--- config.mk ---
export PLATFORM = sky130hd
export DESIGN_NAME = serial_subtractor_32_flat
export DESIGN_NICKNAME = d
export VERILOG_FILES = /design/src/rtl/serial_subtractor_32_if.sv /design/src/rtl/serial_subtractor_32.sv /design/src/flat_wrapper.sv
export SDC_FILE = /design/constraint.sdc
export NUM_CORES = 1
export LEC_CHECK = 0
export BUFFER_PORTS_ARGS = -buffer_cell sky130_fd_sc_hd__buf_4
export CAP_MARGIN = 25
export CORE_MARGIN = 8
export CORE_UTILIZATION = 59
export CTS_CLUSTER_SIZE = 8
export DETAILED_ROUTE_END_ITERATION = 8
export HOLD_SLACK_MARGIN = 0.15
export PLACE_DENSITY = 0.84
export SYNTH_ARGS = -nofsm -noshare
export SYNTH_HDL_FRONTEND = slang
export SYNTH_SLANG_ARGS = --single-unit
--- constraint.sdc ---
create_clock -name clk -period 4.7 [get_ports clk]
set_clock_uncertainty 0.05 [all_clocks]
set_input_delay 0.47 -clock clk [delete_from_list [all_inputs] [get_ports clk]]
set_output_delay 0.47 -clock clk [all_outputs]
set_load 0.005 [all_outputs]
--- src/rtl/serial_subtractor_32_if.sv ---
// rtl/serial_subtractor_32_if.sv - start/done request and result bundle for the bit-serial subtractor
//
// Purpose: carries one subtract request (start, A, B) and its registered result
// (D, borrow, ovf) with the busy/done status.
// Modports:
//   master - requester: drives start/A/B, observes D/borrow/ovf/busy/done
//   slave  - subtractor: observes start/A/B, drives D/borrow/ovf/busy/done
interface serial_subtractor_32_if #(
    parameter int WIDTH = 32
);
    logic             start;
    logic [WIDTH-1:0] A;
    logic [WIDTH-1:0] B;
    logic [WIDTH-1:0] D;
    logic             borrow;
    logic             ovf;
    logic             busy;
    logic             done;

    modport master (
        output start, A, B,
        input  D, borrow, ovf, busy, done
    );

    modport slave (
        input  start, A, B,
        output D, borrow, ovf, busy, done
    );
endinterface

--- src/rtl/serial_subtractor_32.sv ---
// rtl/serial_subtractor_32.sv - bit-serial LSB-first subtractor, D = A - B
//
// Purpose: computes A - B one bit per clock through a single full-subtractor
// cell. An op accepted at edge t is finished by edge t+WIDTH; D/borrow/ovf are
// written on that edge and done is high for the following cycle (the DONE
// state). A start seen during DONE is accepted immediately, giving one op
// per WIDTH+1 cycles.
// Ports:
//   clk   - rising-edge clock
//   reset - synchronous, active-high; aborts any op and clears all outputs
//   bus   - serial_subtractor_32_if slave modport (start, A, B in;
//           D, borrow, ovf, busy, done out)
module serial_subtractor_32 #(
    parameter int WIDTH = 32
) (
    input  logic                   clk,
    input  logic                   reset,
    serial_subtractor_32_if.slave  bus
);
    localparam int CW = $clog2(WIDTH) + 1;
    localparam logic [CW-1:0] LAST_BIT = CW'(WIDTH - 1);

    localparam logic [1:0] S_IDLE  = 2'd0;
    localparam logic [1:0] S_SHIFT = 2'd1;
    localparam logic [1:0] S_DONE  = 2'd2;

    logic [1:0]       state_q,  state_d;
    logic [WIDTH-1:0] a_q,      a_d;
    logic [WIDTH-1:0] b_q,      b_d;
    logic [WIDTH-1:0] res_q,    res_d;
    logic             br_q,     br_d;
    logic [CW-1:0]    cnt_q,    cnt_d;
    logic             a_msb_q,  a_msb_d;
    logic             b_msb_q,  b_msb_d;
    logic [WIDTH-1:0] d_out_q,  d_out_d;
    logic             borrow_q, borrow_d;
    logic             ovf_q,    ovf_d;
    logic             busy_q,   busy_d;
    logic             done_q,   done_d;

    logic diff_bit;
    logic br_next;

    // Full-subtractor cell on the current LSBs.
    assign diff_bit = a_q[0] ^ b_q[0] ^ br_q;
    assign br_next  = (~a_q[0] & b_q[0]) | (~(a_q[0] ^ b_q[0]) & br_q);

    always_comb begin
        state_d  = state_q;
        a_d      = a_q;
        b_d      = b_q;
        res_d    = res_q;
        br_d     = br_q;
        cnt_d    = cnt_q;
        a_msb_d  = a_msb_q;
        b_msb_d  = b_msb_q;
        d_out_d  = d_out_q;
        borrow_d = borrow_q;
        ovf_d    = ovf_q;
        busy_d   = 1'b0;
        done_d   = 1'b0;

        case (state_q)
            S_IDLE, S_DONE: begin
                state_d = S_IDLE;
                if (bus.start) begin
                    a_d     = bus.A;
                    b_d     = bus.B;
                    a_msb_d = bus.A[WIDTH-1];
                    b_msb_d = bus.B[WIDTH-1];
                    res_d   = '0;
                    br_d    = 1'b0;
                    cnt_d   = '0;
                    busy_d  = 1'b1;
                    state_d = S_SHIFT;
                end
            end
            S_SHIFT: begin
                busy_d = 1'b1;
                res_d  = {diff_bit, res_q[WIDTH-1:1]};
                a_d    = a_q >> 1;
                b_d    = b_q >> 1;
                br_d   = br_next;
                cnt_d  = cnt_q + CW'(1);
                if (cnt_q == LAST_BIT) begin
                    // Final bit: publish the result on this edge so the
                    // visible outputs change only alongside done.
                    state_d  = S_DONE;
                    busy_d   = 1'b0;
                    done_d   = 1'b1;
                    d_out_d  = res_d;
                    borrow_d = br_next;
                    ovf_d    = (a_msb_q ^ b_msb_q) & (a_msb_q ^ diff_bit);
                end
            end
            default: state_d = S_IDLE;
        endcase
    end

    always_ff @(posedge clk) begin
        if (reset) begin
            state_q  <= S_IDLE;
            a_q      <= '0;
            b_q      <= '0;
            res_q    <= '0;
            br_q     <= 1'b0;
            cnt_q    <= '0;
            a_msb_q  <= 1'b0;
            b_msb_q  <= 1'b0;
            d_out_q  <= '0;
            borrow_q <= 1'b0;
            ovf_q    <= 1'b0;
            busy_q   <= 1'b0;
            done_q   <= 1'b0;
        end else begin
            state_q  <= state_d;
            a_q      <= a_d;
            b_q      <= b_d;
            res_q    <= res_d;
            br_q     <= br_d;
            cnt_q    <= cnt_d;
            a_msb_q  <= a_msb_d;
            b_msb_q  <= b_msb_d;
            d_out_q  <= d_out_d;
            borrow_q <= borrow_d;
            ovf_q    <= ovf_d;
            busy_q   <= busy_d;
            done_q   <= done_d;
        end
    end

    assign bus.D      = d_out_q;
    assign bus.borrow = borrow_q;
    assign bus.ovf    = ovf_q;
    assign bus.busy   = busy_q;
    assign bus.done   = done_q;
endmodule

--- src/flat_wrapper.sv ---
// flat-port wrapper written by rule: the top's interface ports become plain ports
module serial_subtractor_32_flat 
#(
    parameter int WIDTH = 32
)
  (clk, reset, bus_start, bus_A, bus_B, bus_D, bus_borrow, bus_ovf, bus_busy, bus_done);
  serial_subtractor_32_if #(.WIDTH(WIDTH)) bus_i ();
  input  logic clk;
  input  logic reset;
  input wire logic [$bits(bus_i.start)-1:0] bus_start;
  input wire logic [$bits(bus_i.A)-1:0] bus_A;
  input wire logic [$bits(bus_i.B)-1:0] bus_B;
  output wire logic [$bits(bus_i.D)-1:0] bus_D;
  output wire logic [$bits(bus_i.borrow)-1:0] bus_borrow;
  output wire logic [$bits(bus_i.ovf)-1:0] bus_ovf;
  output wire logic [$bits(bus_i.busy)-1:0] bus_busy;
  output wire logic [$bits(bus_i.done)-1:0] bus_done;
  assign bus_i.start = bus_start;
  assign bus_i.A = bus_A;
  assign bus_i.B = bus_B;
  assign bus_D = bus_i.D;
  assign bus_borrow = bus_i.borrow;
  assign bus_ovf = bus_i.ovf;
  assign bus_busy = bus_i.busy;
  assign bus_done = bus_i.done;
  serial_subtractor_32 #(.WIDTH(WIDTH)) u_core (.clk(clk), .reset(reset), .bus(bus_i));
endmodule
==> results of run 1 <==
final timing paths:
path / endpoint / cells after the start / from / slack, ns
worst max-delay path: u_core.cnt_q[5] / 3 / u_core.state_q[0] / 2.56
worst min-delay path: u_core.a_q[14] / 3 / bus_A[14] / 0.17
worst max register to register: u_core.cnt_q[5] / 3 / u_core.state_q[0] / 2.56
worst min register to register: u_core.res_q[1] / 2 / u_core.res_q[1] / 0.42
through the flow:
step / utilization (%) / setup slack, ns / power, mW / hold WS, ns / instance area (um^2)
after floorplan: - / 3.215 / 1.454 / 0.3940 / 5603
after global placement: 66.77 / 2.578 / 1.504 / 0.4034 / 6170
after detailed placement: 67.53 / 2.440 / 1.517 / 0.4087 / 6240
after CTS: 74.10 / 2.426 / 2.874 / 0.1603 / 6847
after global routing: 74.85 / 2.397 / 2.958 / 0.1613 / 6917
final: 74.85 / 2.560 / 2.871 / 0.1726 / 6917
final cells by class:
type	instances	area, um^2
clock inverter	14	178.9
tap	129	161.4
clock buffer	18	427.9
fill	663	2323
inverter	2	7.507
sequential	142	2843
multi-input combinational	432	2377
timing repair buffer	110	920.9
cell families (layout without fill, tap and decap cells):
kind of cell             Yosys count  after routing  synth area share (%)
buffers and inverters             73            144                 7.280
flip-flops                       142            142                 50.74
multiplexers                       1              1                0.2010
AND/OR/NAND/NOR                  188            188                 16.61
AO/OA/AOI/OAI                    241            241                 24.59
adder cells (fa/ha/maj)            2              2                0.5806
sequential cells by signal (all words and copies together) (netlist names):
signal	flops
u_core.bus.busy	1
u_core.a_msb_q	1
u_core.bus.done	1
u_core.br_q	1
u_core.b_q	32
u_core.bus.D	32
u_core.cnt_q	6
u_core.bus.ovf	1
u_core.bus.borrow	1
u_core.b_msb_q	1
u_core.res_q	31
u_core.a_q	32
u_core.state_q	2
power by group through the flow:
stage | logic (mW) | registers (mW) | clock network [mW]
6_report | 0.231 | 1.27 | 1.37
5_1_grt | 0.253 | 1.28 | 1.43
4_1_cts | 0.220 | 1.27 | 1.38
3_5_place_dp | 0.219 | 1.30 | 0
3_3_place_gp | 0.210 | 1.29 | 0
2_1_floorplan | 0.164 | 1.29 | 0
cells in the final DEF, fill, tap and decap left out, drive strengths merged:
master | netlist | final
dfxtp | 142 | 142
a21oi | 140 | 140
nand3 | 134 | 134
buf | 50 | 110
a22oi | 62 | 62
nand2 | 37 | 37
o21ai | 33 | 33
clkbuf | 21 | 18
inv | 2 | 8
nand2b | 4 | 4
or3 | 3 | 3
clkinvlp | 0 | 3
bufinv | 0 | 3
and3b | 2 | 2
o211ai | 2 | 2
nor3 | 2 | 2
a311oi | 2 | 2
clkinv | 0 | 2
and2b | 1 | 1
and4b | 1 | 1
nand4b | 1 | 1
nand3b | 1 | 1
nor2b | 1 | 1
a31oi | 1 | 1
mux2 | 1 | 1
a211oi | 1 | 1
nor2 | 1 | 1
fa | 1 | 1
ha | 1 | 1
synth_stat cells (2+ instances only):
cell type,instances
and3b_1,2
buf_4,11
clkbuf_1,21
buf_6,7
nand2_1,37
or3_1,3
buf_2,32
o21ai_0,33
a21oi_1,140
nand2b_1,4
nor3_1,2
nand3_1,134
a311oi_1,2
dfxtp_1,142
o211ai_1,2
a22oi_1,62
inv_1,2
metal layers:
metal	vias to the layer above	track usage, %	share of wire (%)	wire (um)
met5	-	0	0	0
met2	228	32.26	49	6776
met1	2434	25.94	42	5840
met4	0	8.082	1.3	177
li1	2477	-	-	-
met3	20	5.547	7.6	1058
worst reg2reg max path: stages (launching register included):
cell      delay [ns]
dfxtp_1         0.51
nand4b_2        0.72
or3_1           0.62
a21oi_1         0.16
==> metrics.cfg, run 1 <==
[floorplanning]
die_area_mm2=0.01287
die_x_um=113.5
num_rows=35
initial_core_util_pct=60.64
die_h_um=113.5
io_pins=103
core_mm2=0.009240

[cells_and_area]
fin_cells=847
layout-drive-gt1-share_pct=20.61
nets=774
area_growth_pct=23.45
diodes=0

[sta]
hold_viol_final=0
tightest_slew_ns=0.9142
min_period_ns=2.140
fin_crit_sh_pct=45.53
report.final.slew_viol_count=0
rsz0062_at_grt=false
fin_setup_tns_ns=0
setup_viol=0
slew_headroom_pct=39.05
max_freq_mhz=467.3

[power_and_ir_drop]
comb_power_share_pct=8.0
leakage_nw=2.519
switching_power_uw=696.5
powerDensity_mw_per_mm2=415.1
ir_drop_v=0.0002307
seqPwrFrac_pct=44.3
intPower_mw=2.174
swShare_pct=24.26
power.share.clock_pct=47.7

[global_routing]
overflow=0
grt_first_pass_wirelength_um=21850
grt_max_degree=106
antenna_found_initial=0
grt_use_total_pct=20.41
grt_pass1_vias=4666

[placement]
dp_hpwl_um=7826
numPlacedInstances=812
io_buffers=102
place_congestion=0.7220

[clock_tree]
tritoncts=built
clkSlewWorstSetupHoldPaths_ns=0.07
post_cts_buffers=0
hold_buffers=0
clk_latency_ns=0.52
cts_root_buffer=clkbuf_8
cts_resized=0
htree_levels=4
clockBufferDepth=2
cts_buffers=17
clock_sinks=142

[routing]
vias=5159
drc_errors=0
drt_iter0_drc=515
finalWirelength_um=13850
vias_per_cell=6.091
drt-pass1-iter-count=8
antenna_left=0
avgRoutedWirePerCell_um=16.35

[logic_synthesis]
synth_edf_count=0
ys_ff_latch=142
yosysWarnings=0
synthFlopType=dfxtp_1
synth_top_cell_area_share_pct=50.74
synth_top_area_cell=dfxtp_1
seq_area_frac_synth_pct=50.74
synth_area_mm2=0.005603
synth_nets=716
async_reset_ff_share_pct=0
yosys.cell_types.count=28
synth.top_cells.by_area=dfxtp_1 51%, a21oi_1 13%, nand3_1 12%
syn_area_per_cell_um2=8.660
syn-instance-count=647

[worst_setup_path]
startpoint_type=flip-flop
path_cells=nand4b_2 > or3_1 > a21oi_1
critical_path.slowest_cell=nand4b_2
worstPathArrival_ns=2.53
critPathMaxStageDelay_ns=0.72
worstPathMaxFanout=36
required_ns=5.09
criticalPathCategory=reg2reg
crit_buf_inv=0
cp-end-kind=flip-flop
path_delay_family=simple AND/OR/NAND/NOR gates

[worst_hold_path]
hold_path.class=in2reg

[run_status]
status=finished clean

[job]
drv_cap=0

Power figures use the tool's default switching activity.
==> inputs of run 2 (changes only) <==
Settings changed: CORE_UTILIZATION 59 to 50, PLACE_DENSITY 0.84 to 0.76.
Clock period 4.7 ns to 1.7 ns, I/O delays scaled along.
==> metrics.cfg, run 2 (synthesis results as in run 1) <==
[cells_and_area]
fin_util_pct=70.55
fin_cells=939
diodes=0
seqCellArea_mm2=0.002844
final_common_cell=dfxtp_1
area_growth_pct=37.09
layout-drive-gt1-share_pct=20.15
layout_common_cells=141 x dfxtp_1, 140 x a21oi_1, 134 x nand3_1
nets=855
multiInputGateArea_mm2=0.002377
fill_cells=798

[worst_setup_path]
cp-end-kind=flip-flop
critPathMaxStageDelay_ns=0.59
startpoint_type=flip-flop
r2r_start=u_core.br_q
crit_path_end=u_core.bus.ovf
crit_start=u_core.br_q
r2r_setup_slack_ns=0.14
worstPathMaxFanout=4
critical_path.slowest_cell=fa_1
criticalPathCategory=reg2reg
path_cells=inv_1 > fa_1 > and3b_1 > a21oi_1 > a311oi_1
reg2reg_depth=5
worstPathArrival_ns=1.94
rr_endpoint=u_core.bus.ovf
required_ns=2.08

[clock_tree]
cts_root_buffer=clkbuf_8
cts_buffers=17
htree_levels=4
clock_sinks=142
tritoncts=built
clk_latency_ns=0.52
clockBufferDepth=2
clkSlewWorstSetupHoldPaths_ns=0.07

[sta]
fin_crit_sh_pct=91.64
hold_viol_final=0
setup_viol=0
rsz0062_at_grt=false
tightest_slew_ns=0.3339
fin_setup_tns_ns=0
max_freq_mhz=641.9
slew_headroom_pct=77.74
report.final.slew_viol_count=0
min_period_ns=1.558

[floorplanning]
die_area_mm2=0.01485
die_h_um=121.9
core_mm2=0.01089
die_x_um=121.9
num_rows=38
initial_core_util_pct=51.46
io_pins=103

[global_routing]
grt_max_degree=57
grt_first_pass_wirelength_um=25150
overflow=0
antenna_found_initial=0
grt_pass1_vias=5311
grt_use_total_pct=20.63

[worst_hold_path]
hold_path.class=in2reg

[routing]
avgRoutedWirePerCell_um=16.25
drc_errors=0
finalWirelength_um=15260
antenna_left=0
vias=5457
drt_iter0_drc=481
drt-pass1-iter-count=5
vias_per_cell=5.812

[placement]
io_buffers=102
numPlacedInstances=839
place_congestion=0.7334
dp_hpwl_um=8839

[power_and_ir_drop]
leakage_nw=2.847
powerDensity_mw_per_mm2=1023
ir_drop_v=0.0006284

[run_status]
status=finished clean

[job]
drv_cap=0

## run 2: cell types whose count changed in the layout (fill, tap and decap cells not counted)
cell           before  now
buf_16              4    0
bufinv_16           3    2
dlygate4sd3_1       0   67
clkinv_2            1    3
buf_12              0    9
clkbuf_8            2    1
dfxtp_1           142  141
buf_4             104  115
dfxtp_2             0    1
clkinv_4            1    3
buf_8               2    0
inv_6               6    2
clkbuf_1            0    2
## run 2: how the worst min path moves through the flow
stage               from              to  slack [ns]  cells past startpoint
5_1_grt        bus_A[12]  u_core.a_q[12]        0.40                      4
4_1_cts         bus_B[4]   u_core.b_q[4]        0.40                      4
3_3_place_gp   bus_B[27]  u_core.b_q[27]        0.39                      3
2_1_floorplan  bus_A[31]  u_core.a_msb_q        0.28                      2
3_5_place_dp    bus_B[4]   u_core.b_q[4]        0.40                      3
6_report       bus_A[22]  u_core.a_q[22]        0.41                      4
## run 2: layout make-up
class,count,area share [%]
clock buffer,19,5.489
clock inverter,13,1.841
inverter,2,0.09774
multi-input combinational,432,30.95
sequential,142,37.03
tap,140,2.281
timing repair buffer,191,22.32
## run 2: where the power goes
group / switching [mW] / total [mW] / internal (mW)
sequential: 0.0694 / 3.52 / 3.45
combinational: 0.427 / 0.822 / 0.395
clock: 1.43 / 3.52 / 2.09
## run 2: metal layers
layer	vias up	share of wire, %	GRT usage, %
met5	-	0	0
met3	32	7.5	6.664
li1	2638	-	-
met1	2580	41	24.59
met2	207	49	33.45
met4	0	2.1	9.021
## run 2: through the flow
stage	setup slack, ns	area (um^2)	power [mW]	hold WS (ns)
after floorplan	0.2149	5603	4.021	0.2786
after CTS	0.04090	7672	7.876	0.3954
after detailed placement	0.1571	6439	4.264	0.4025
final	0.1422	7681	7.860	0.4129
after global routing	0.03787	7681	8.155	0.4050
after global placement	0.1897	6439	4.236	0.3922
## run 2: repair_timing
item / 4_1_cts / 5_1_grt
endpoints found under the hold margin: 95 / 0
setup buffers: 0 / 1
endpoints found under the setup margin: 0 / 2
gates resized for setup: 0 / 1
hold buffers: 67 / 0
## run 2: critical path: cells and delay by family, from the launching register on
| family | cells | cell delay (ns) |
|---|---|---|
| compound gates | 2 | 0.27 |
| fa+ha+maj | 1 | 0.59 |
| buf+inv | 1 | 0.06 |
| simple gates | 1 | 0.18 |
| flops | 1 | 0.33 |
